--- config.mk ---
export PLATFORM = sky130hd
export DESIGN_NAME = key_event_ctrl
export DESIGN_NICKNAME = d
export VERILOG_FILES = /design/src/rtl/key_pkg.sv /design/src/rtl/key_press_fsm.sv /design/src/rtl/key_event_ctrl.sv
export SDC_FILE = /design/constraint.sdc
export NUM_CORES = 1
export LEC_CHECK = 0
export BUFFER_PORTS_ARGS = -buffer_cell sky130_fd_sc_hd__buf_2
export CORE_MARGIN = 5
export CORE_UTILIZATION = 35
export CTS_CLUSTER_DIAMETER = 200
export CTS_CLUSTER_SIZE = 24
export DETAILED_ROUTE_END_ITERATION = 10
export RECOVER_POWER = 50
export SLEW_MARGIN = 30
export SYNTH_ARGS = -nofsm -noshare
export SYNTH_HDL_FRONTEND = slang
export SYNTH_SLANG_ARGS = --single-unit
--- constraint.sdc ---
create_clock -name clk -period 5.3 [get_ports clk]
set_clock_uncertainty 0.05 [all_clocks]
set_input_delay 0.265 -clock clk [delete_from_list [all_inputs] [get_ports clk]]
set_output_delay 0.265 -clock clk [all_outputs]
set_load 0.02 [all_outputs]
--- src/rtl/key_pkg.sv ---
// rtl/key_pkg.sv - shared event codes, FSM states and default timing for the key event controller
package key_pkg;

  localparam logic [1:0] EVT_NONE   = 2'd0;
  localparam logic [1:0] EVT_SHORT  = 2'd1;
  localparam logic [1:0] EVT_LONG   = 2'd2;
  localparam logic [1:0] EVT_REPEAT = 2'd3;

  typedef enum logic [1:0] {
    ST_ARM     = 2'd0,
    ST_IDLE    = 2'd1,
    ST_PRESSED = 2'd2,
    ST_LONG    = 2'd3
  } key_state_e;

  // 1.5 s hold and 200 ms repeat at 50 MHz
  localparam int unsigned LONG_CNT_DEF   = 32'd75000000;
  localparam int unsigned REPEAT_CNT_DEF = 32'd10000000;

endpackage

--- src/rtl/key_press_fsm.sv ---
// rtl/key_press_fsm.sv - per-key press timing FSM with a one-entry pending event slot
module key_press_fsm
  import key_pkg::*;
#(
  parameter int          CNT_W      = 32,
  parameter int unsigned LONG_CNT   = LONG_CNT_DEF,
  parameter int unsigned REPEAT_CNT = REPEAT_CNT_DEF
) (
  input  logic       clk,
  input  logic       rst,
  input  logic       key_s_i,
  input  logic       arm_en_i,
  input  logic       clr_i,
  output logic       pend_full_o,
  output logic [1:0] pend_code_o,
  output logic       ovf_o
);

  // hold_q lags the press-cycle index by one, hence LONG_CNT-2
  localparam logic [CNT_W-1:0] HOLD_LAST = CNT_W'(LONG_CNT - 32'd2);
  localparam logic [CNT_W-1:0] REP_LAST  = CNT_W'(REPEAT_CNT - 32'd1);

  key_state_e       state_q, state_d;
  logic [CNT_W-1:0] hold_q, hold_d;
  logic [CNT_W-1:0] rep_q, rep_d;
  logic             full_q, full_d;
  logic [1:0]       code_q, code_d;
  logic             ovf_q, ovf_d;
  logic             emit;
  logic [1:0]       emit_code;

  always_comb begin
    state_d   = state_q;
    hold_d    = hold_q;
    rep_d     = rep_q;
    emit      = 1'b0;
    emit_code = EVT_NONE;
    unique case (state_q)
      ST_ARM: begin
        if (arm_en_i && key_s_i) state_d = ST_IDLE;
      end
      ST_IDLE: begin
        if (!key_s_i) begin
          state_d = ST_PRESSED;
          hold_d  = '0;
        end
      end
      ST_PRESSED: begin
        if (key_s_i) begin
          emit      = 1'b1;
          emit_code = EVT_SHORT;
          state_d   = ST_IDLE;
        end else if (hold_q == HOLD_LAST) begin
          emit      = 1'b1;
          emit_code = EVT_LONG;
          state_d   = ST_LONG;
          rep_d     = '0;
        end else begin
          hold_d = hold_q + CNT_W'(1);
        end
      end
      ST_LONG: begin
        if (key_s_i) begin
          state_d = ST_IDLE;
        end else if (rep_q == REP_LAST) begin
          emit      = 1'b1;
          emit_code = EVT_REPEAT;
          rep_d     = '0;
        end else begin
          rep_d = rep_q + CNT_W'(1);
        end
      end
      default: state_d = ST_ARM;
    endcase
  end

  // A grant frees the slot before this cycle's emit is considered
  always_comb begin
    full_d = full_q & ~clr_i;
    code_d = code_q;
    ovf_d  = ovf_q;
    if (emit) begin
      if (full_d) begin
        ovf_d = 1'b1;
      end else begin
        full_d = 1'b1;
        code_d = emit_code;
      end
    end
  end

  always_ff @(posedge clk) begin
    if (rst) begin
      state_q <= ST_ARM;
      hold_q  <= '0;
      rep_q   <= '0;
      full_q  <= 1'b0;
      code_q  <= EVT_NONE;
      ovf_q   <= 1'b0;
    end else begin
      state_q <= state_d;
      hold_q  <= hold_d;
      rep_q   <= rep_d;
      full_q  <= full_d;
      code_q  <= code_d;
      ovf_q   <= ovf_d;
    end
  end

  assign pend_full_o = full_q;
  assign pend_code_o = code_q;
  assign ovf_o       = ovf_q;

endmodule

--- src/rtl/key_event_ctrl.sv ---
// rtl/key_event_ctrl.sv - turns debounced key levels into SHORT/LONG/REPEAT events on one valid/ready port
module key_event_ctrl
  import key_pkg::*;
#(
  parameter int          NUM_KEYS   = 4,
  parameter int          CNT_W      = 32,
  parameter int unsigned LONG_CNT   = LONG_CNT_DEF,
  parameter int unsigned REPEAT_CNT = REPEAT_CNT_DEF
) (
  input  logic                clk,
  input  logic                rst,
  input  logic [NUM_KEYS-1:0] key_lvl,
  output logic                evt_valid,
  input  logic                evt_ready,
  output logic [2:0]          evt_key,
  output logic [1:0]          evt_code,
  output logic [NUM_KEYS-1:0] evt_ovf
);

  logic [NUM_KEYS-1:0]      key_s_q;
  logic                     key_s_vld_q;
  logic [NUM_KEYS-1:0]      pend_full;
  logic [NUM_KEYS-1:0][1:0] pend_code;
  logic [NUM_KEYS-1:0]      clr;

  logic       valid_q, valid_d;
  logic [2:0] key_q, key_d;
  logic [1:0] code_q, code_d;
  logic [2:0] ptr_q, ptr_d;

  logic [7:0]      full_ext;
  logic [7:0][1:0] code_ext;
  logic [7:0]      clr_ext;
  logic [3:0]      sum;
  logic [2:0]      gnt_idx;
  logic            found;
  logic            grant;

  // key_s_vld_q keeps ARM from trusting the reset value of key_s_q,
  // otherwise a debouncer stuck at 0 would look released then pressed
  for (genvar k = 0; k < NUM_KEYS; k++) begin : g_key
    key_press_fsm #(
      .CNT_W      (CNT_W),
      .LONG_CNT   (LONG_CNT),
      .REPEAT_CNT (REPEAT_CNT)
    ) u_fsm (
      .clk         (clk),
      .rst         (rst),
      .key_s_i     (key_s_q[k]),
      .arm_en_i    (key_s_vld_q),
      .clr_i       (clr[k]),
      .pend_full_o (pend_full[k]),
      .pend_code_o (pend_code[k]),
      .ovf_o       (evt_ovf[k])
    );
  end

  always_comb begin
    full_ext = '0;
    code_ext = '0;
    full_ext[NUM_KEYS-1:0] = pend_full;
    for (int k = 0; k < NUM_KEYS; k++) code_ext[k] = pend_code[k];
  end

  always_comb begin
    found   = 1'b0;
    gnt_idx = '0;
    sum     = '0;
    for (int off = 0; off < NUM_KEYS; off++) begin
      sum = {1'b0, ptr_q} + 4'(off);
      if (sum >= 4'(NUM_KEYS)) sum = sum - 4'(NUM_KEYS);
      if (!found && full_ext[sum[2:0]]) begin
        found   = 1'b1;
        gnt_idx = sum[2:0];
      end
    end
  end

  assign grant   = found & (~valid_q | evt_ready);
  assign clr_ext = grant ? (8'd1 << gnt_idx) : 8'd0;
  assign clr     = clr_ext[NUM_KEYS-1:0];

  always_comb begin
    valid_d = valid_q;
    key_d   = key_q;
    code_d  = code_q;
    ptr_d   = ptr_q;
    if (grant) begin
      valid_d = 1'b1;
      key_d   = gnt_idx;
      code_d  = code_ext[gnt_idx];
      ptr_d   = (gnt_idx == 3'(NUM_KEYS - 1)) ? 3'd0 : gnt_idx + 3'd1;
    end else if (evt_ready) begin
      valid_d = 1'b0;
    end
  end

  always_ff @(posedge clk) begin
    if (rst) begin
      key_s_q     <= '1;
      key_s_vld_q <= 1'b0;
      valid_q     <= 1'b0;
      key_q       <= '0;
      code_q      <= EVT_NONE;
      ptr_q       <= '0;
    end else begin
      key_s_q     <= key_lvl;
      key_s_vld_q <= 1'b1;
      valid_q     <= valid_d;
      key_q       <= key_d;
      code_q      <= code_d;
      ptr_q       <= ptr_d;
    end
  end

  assign evt_valid = valid_q;
  assign evt_key   = key_q;
  assign evt_code  = code_q;

endmodule
### After elaboration in Yosys (flattened, before gate mapping)

Cells that the tools add are included.

* output and inout bits: 10
* register bits: 294

* muxes and demuxes: 131
* order comparisons: 9
* equal/unequal tests: 53
* add/subtract/negate cells: 16
* bitwise operators: 15
* reductions and logical operators: 43
* shift-type cells: 1

Operators by type and width (count)
* 32-bit two-way mux: 28
* 32-bit one-hot mux with 2 select lines: 8
* 32-bit by 1-bit adder with 32-bit output (second input constant): 8
* 32-bit by 24-bit equality test with 1-bit output (second input constant): 4
* 32-bit by 27-bit equality test with 1-bit output (second input constant): 4
* 2-bit two-way mux: 37
* 4-bit AND reduction: 12
* 2-bit inequality test (second input constant): 20
* 2-bit one-hot mux with 4 select lines: 4
* 1-bit two-way mux: 31
* 3-bit two-way mux: 9
* 3-bit by 4-bit less-than comparator with 1-bit output (second input constant): 5
* 2-bit nonzero test: 9
* 2-bit equality test (second input constant): 8
* 2-bit by 1-bit inequality test with 1-bit output (second input constant): 8
* 2-bit one-hot mux with 2 select lines: 4
* 2-bit AND reduction: 8
* 1-bit binary-select mux with 3-bit select: 4
* 4-bit by 3-bit >= comparator with 1-bit output (second input constant): 3
* 3-bit by 2-bit inequality test with 1-bit output (second input constant): 4
* 3-bit subtractor (second input constant): 4
* 1-bit inverter: 9
* 3-bit by 2-bit adder with 4-bit output (second input constant): 2
* 2-bit by 1-bit equality test with 1-bit output (second input constant): 4
* other kinds (13): 31

### Depth between registers and ports, before layout

* depth in word-level cells: 20
* mapped depth: 13

### Hierarchy

Synthesis repeated with hierarchy kept, for this count alone.

* cell total of the unflattened synthesis: 1948
* area, all modules: 15986.6 um2

By module, submodules not included
* key_press_fsm (g_key[0].u_fsm ...): area each 3907.5 um2, times used 2, cells each 482
* key_press_fsm (g_key[3].u_fsm): area each 3731.1 um2, times used 1, cells each 460
* key_press_fsm (g_key[1].u_fsm): area each 3547.2 um2, times used 1, cells each 420
* key_event_ctrl: area each 893.4 um2, times used 1, cells each 104

### Worst setup path after synthesis

No wires, ideal clock.

* path kind: register to register
* from: register ptr_q[0]
* to: register g_key[0].u_fsm.code_q[1]
* cell stages (with the launch flop): 13
* arrival time: 3.565 ns
* path buffers: 2
* setup time: 0.119 ns
* slack: 1.567 ns
* path through: dfxtp_1 clkbuf_1 inv_1 ha_1 buf_6 mux4_2 a221o_1 o211a_1 or2_2 ha_1 a21boi_0 a21oi_1 o221a_2

* cells in the longest elaborated chain, start to end: 20
* elaborated cells on any way between the ends: 44
* classes of those cells: 7 x add/sub; 4 x order compare; 1 x shift; 21 x mux; 4 x bitwise; 7 x reduce/logical

RTL lines
* start, declared: line key_event_ctrl.sv:29 `logic [2:0] ptr_q, ptr_d;`
* start signal, assigned: line key_event_ctrl.sv:112 `ptr_q <= ptr_d;`
* branches (longest 15 deep; another with 3-bit by 1-bit adder with 4-bit output)
* 4-bit two-way mux *: line key_event_ctrl.sv:80 `assign clr_ext = grant ? (8'd1 << gnt_idx) : 8'd0;`
* 1-bit inverter *: line key_press_fsm.sv:79 `full_d = full_q & ~clr_i;`
* 1-bit AND *: line key_press_fsm.sv:79
* 1-bit inverter (no line) *
* 2-bit AND reduction (no line) *
* end signal, assigned: line key_press_fsm.sv:105 `code_q <= code_d;`
* end, declared: line key_press_fsm.sv:27 `logic [1:0] code_q, code_d;`

Mark *: on every way between the ends. The select of a mux whose other input is x is not followed.
A chain may end at the register's enable or synchronous reset.

### Final worst setup path

Ends and elaborated chain as after synthesis.

==> impl.org <==
** Worst setup path
- Broken down by cell family, the worst path's largest delay share belongs to compound AO/OA/AOI/OAI gates.
- Start-to-end type of the worst setup path :: flop to flop
- Traced cell by cell, the critical path runs through inv_1 -> ha_1 -> mux4_2 -> a221o_1 -> o211a_1 -> or2_2 -> ha_1 -> a21boi_0 -> a21oi_1 -> o221a_2.
- STA puts the critical path data arrival time at 4780 ps.
- STA classifies the critical path endpoint as a flop.
- Critical-path cell with the highest stage delay :: sky130_fd_sc_hd__dfxtp_1
- The number of cells on the worst reg-to-reg path is 10.
- Counting buffers and inverters, the worst setup path is 10 cells deep.
- Max incr delay on CP :: 790 ps
- In this run the critical register-to-register path is launched from ptr_q[0].
- The most numerous cell type found on the critical path is sky130_fd_sc_hd__ha_1.
- Counting both buffers and inverters, the worst setup path holds a total of 1.
- Largest fanout on the critical path :: 22
- Startpoint type of the worst setup path :: flop
- Crit path required time :: 5670 ps
- Tracing the worst setup path back leads to its startpoint at ptr_q[0].

** Cells and area
- Util after Layout :: 37.6%
- The number of antenna diodes in the final layout is 0.
- After the last flow step, the layout net total stands at 1907.
- Share of layout cells above drive strength 1 :: 4.51%
- Total of fill cells in the finished design :: 4579
- Area growth, synth to finish :: 6.32%

** Timing
- Worst-margin pin slew :: 1350 ps
- The final-report max-slew violation count was 0.
- For this run, the top clock speed supported by timing is 227 MHz.
- Setup repair after global routing left no endpoint under its margin.
- Final hold violation count :: 0
- Minimum clock period :: 4410 ps
- Adding up every negative setup slack in the final design gives 0 ps.
- Setup violations remaining at the end of the flow were counted as 0.
- Measured against its own limit, the worst slew margin works out to 10.2%.
- Post-route clock period utilization :: 83.2%

** Yosys
- Register bit count reported by yosys :: 294
- The synthesized netlist devotes 15.6% of its cell area to compound gates.
- Of the synthesized area, sequential elements account for 37.7%.
- Xor and xnor area share after synthesis :: 7.13%
- In this run the biggest area consumer among cell types represents 37.7% of the synthesized area.
- Synthesis produced a netlist with a net count of 1949.
- After synthesis the cells add up to 15600 um^2.
- For this run, the leading register cell type out of synthesis is sky130_fd_sc_hd__dfxtp_1.
- Summing the areas of all and, or, nand and nor instances in the mapped netlist gives 31.4% of the synthesized area.
- In the synthesized netlist, the number of instances is 1904.
- After synthesis, the largest family of logic cells by area is simple AND/OR/NAND/NOR gates.
- Synth area leaders :: sky130_fd_sc_hd__dfxtp_1 38%, sky130_fd_sc_hd__a21oi_1 4.9%, sky130_fd_sc_hd__nor2_1 4.8%
- Number of different library cells in the post-synthesis netlist :: 84
- Fraction of synthesized area in multiplexers :: 0.979%
- Most area-hungry cell type in the Yosys netlist :: sky130_fd_sc_hd__dfxtp_1
- The synthesized design contains 0 enable-type register cells.
- Average cell area after synthesis :: 8.19 um^2
- Fraction of the mapped netlist area in adder cells :: 3.05%
- For this run, asynchronously set or reset flops after synthesis account for 0%.
- Yosys printed 0 warnings.

** Pwr
- Leak Pwr :: 5.02 nW
- In this run the power density over the cells is 233 nW/um^2.
- Maximum VDD drop :: 0.152 mV

** Global route
- Initial antenna violation count :: 0
- The via count of the first global-routing pass is 12.7k.
- The first global-routing pass estimated 61100 um of wire.
- After global routing the overflow that remains totals 0.
- Global Route Usage Sum :: 13.9%
- Maximum number of pins on one net before global-route repair :: 32

** CTS
- TritonCTS built the clock tree.
- The root buffer cell chosen for the clock tree is sky130_fd_sc_hd__clkbuf_16.
- Post-CTS sizing :: 0
- Clock transition at the register clock pins on the worst setup and hold paths after CTS :: 100 ps
- Maximum level of the CTS H-tree :: 1
- Post-CTS Setup Repair Bufs :: 0
- Worst-skew pair later-pin latency :: 510 ps
- No sink is reached through more buffers than the 3 on the longest clock path.
- CTS saw 294 sinks.
- The number of clock buffers added by TritonCTS is 16.

** Route
- Mean number of vias per cell :: 5.52
- Wires add up to 35500 um.
- Number of vias in the routed layout :: 13.6k
- Routed wire per std cell :: 14.5 um
- Initial DRT Pass Iterations :: 5
- In this run the remaining antenna-violating nets after routing total 0.
- DRC marker count from the first detailed-route iteration :: 807
- Number of remaining DRC errors :: 0

** Floorplanning
- Die footprint :: 48900 um^2
- Die W :: 221 um
- Die outline height :: 221 um
- Initial Util :: 35.3%
- During I/O placement, the number of pins put on the boundary was 17.
- In this run the core area contains 77 standard-cell rows.
- Core Region :: 44100 um^2

** Place
- Count of buffers from port buffering :: 16
- The congestion estimate from routability-driven global placement came to 0.816.
- Detailed placement finished with a half-perimeter wire length of 24300 um.

** Run
- Max-cap viol count :: 0

** Min path
- In this run the most critical hold path is launched from evt_ready.
- Counting instances, the worst hold path has a depth of 3.
- The tightest min-delay check is of the input pin to flop type.

** Run status
- Run status :: completed
-- per-stage QoR --
step                power (mW)  setup WS [ps]  std cells  hold slack, ps  instance area [um^2]
global route              4.04            654       2454             180                 16600
finish                    3.87            890       2454             167                 16600
detailed placement        2.59            954       2432             402                 16100
global placement          2.58           1090       2432             399                 16100
CTS                       3.95            914       2454             134                 16600
floorplan                 2.52           1570       1904             319                 15600
-- cell type report --
type                       instances  area, um^2  area share (%)
multi-input combinational       1453        9110            54.9
sequential                       294        5890            35.5
tap                              592         741            4.47
clock buffer                      17         425            2.57
inverter                          69         259            1.56
timing repair buffer              28         143           0.860
clock inverter                     1        20.0           0.121
-- repair_timing --
item,CTS,global route
hold buffers,4,0
endpoints found under the hold margin,4,0
endpoints found under the setup margin,0,0
-- synthesized netlist by cell type (8+ instances only) --
master                       n
sky130_fd_sc_hd__nor2_1    200
sky130_fd_sc_hd__and2_1     20
sky130_fd_sc_hd__a211oi_1   15
sky130_fd_sc_hd__nand3_1    97
sky130_fd_sc_hd__or2_2      15
sky130_fd_sc_hd__nor3_1     41
sky130_fd_sc_hd__o31ai_1    28
sky130_fd_sc_hd__ha_1       38
sky130_fd_sc_hd__o211ai_1   11
sky130_fd_sc_hd__and4_1     29
sky130_fd_sc_hd__buf_2      14
sky130_fd_sc_hd__o21ai_0    98
sky130_fd_sc_hd__nor4b_1    23
sky130_fd_sc_hd__or4b_1      8
sky130_fd_sc_hd__a31oi_1     9
sky130_fd_sc_hd__nand4_1    78
sky130_fd_sc_hd__dfxtp_1   294
sky130_fd_sc_hd__o21a_1      8
sky130_fd_sc_hd__xnor2_1    66
sky130_fd_sc_hd__nand2b_1   10
sky130_fd_sc_hd__mux2_2      8
sky130_fd_sc_hd__clkbuf_1   63
sky130_fd_sc_hd__or3_1      80
sky130_fd_sc_hd__nand2_1   125
sky130_fd_sc_hd__xor2_1     61
sky130_fd_sc_hd__a21oi_1   152
sky130_fd_sc_hd__and3_1     35
sky130_fd_sc_hd__or4_1      30
sky130_fd_sc_hd__nor4_1     42
sky130_fd_sc_hd__inv_1      67
-- final timing paths --
kind | end | slack (ps)
worst max-delay path | g_key[0].u_fsm.pend_code_o[1] | 890
worst min-delay path | evt_valid | 170
worst max register to register | g_key[0].u_fsm.pend_code_o[1] | 890
worst min register to register | g_key[0].u_fsm.ovf_o | 430
-- metal layers --
layer | part of all wire [%] | GRT usage (%)
met1 | 50 | 19.0
met2 | 46 | 23.4
met3 | 2.9 | 1.70
met4 | 1.8 | 3.24
met5 | 0 | 0
-- cells in the final DEF, fill, tap and decap left out, types with 41 or more instances in the layout --
cell / synthesis / layout
sky130_fd_sc_hd__dfxtp_1: 294 / 294
sky130_fd_sc_hd__nor2_1: 200 / 200
sky130_fd_sc_hd__a21oi_1: 152 / 152
sky130_fd_sc_hd__nand2_1: 125 / 124
sky130_fd_sc_hd__o21ai_0: 98 / 98
sky130_fd_sc_hd__nand3_1: 97 / 97
sky130_fd_sc_hd__or3_1: 80 / 80
sky130_fd_sc_hd__nand4_1: 78 / 78
sky130_fd_sc_hd__inv_1: 67 / 67
sky130_fd_sc_hd__xnor2_1: 66 / 66
sky130_fd_sc_hd__xor2_1: 61 / 61
sky130_fd_sc_hd__nor3_1: 41 / 41
-- state kept, by name, indices dropped and copies added (netlist names) --
register / cells
g_key.u_fsm.hold_q: 128
evt_valid: 1
g_key.u_fsm.pend_code_o: 8
g_key.u_fsm.state_q: 8
g_key.u_fsm.pend_full_o: 4
key_s_q: 4
g_key.u_fsm.ovf_o: 4
key_s_vld_q: 1
evt_code: 2
ptr_q: 3
evt_key: 3
g_key.u_fsm.rep_q: 128
-- report_power, final --
part / total, mW / leakage, nW / internal [mW] / switching (mW)
Combinational: 0.276 / 2.43 / 0.0947 / 0.181
Clock: 1.33 / 0.219 / 0.587 / 0.746
Sequential: 2.26 / 2.37 / 2.23 / 0.0319
Total: 3.87 / 5.02 / 2.91 / 0.959
-- worst min-delay path, stage by stage --
cell,delay [ps]
sky130_fd_sc_hd__buf_2,80
sky130_fd_sc_hd__nor2b_1,90
sky130_fd_sc_hd__o31a_1,250
-- kinds of logic after synthesis --
logic type / after synthesis
AO/OA/AOI/OAI: 396
XOR/XNOR: 127
adder cells (fa/ha/maj): 38
buffers and inverters: 157
flip-flops: 294
multiplexers: 13
AND/OR/NAND/NOR: 879
Note: power is estimated with default switching activity, not from simulation.
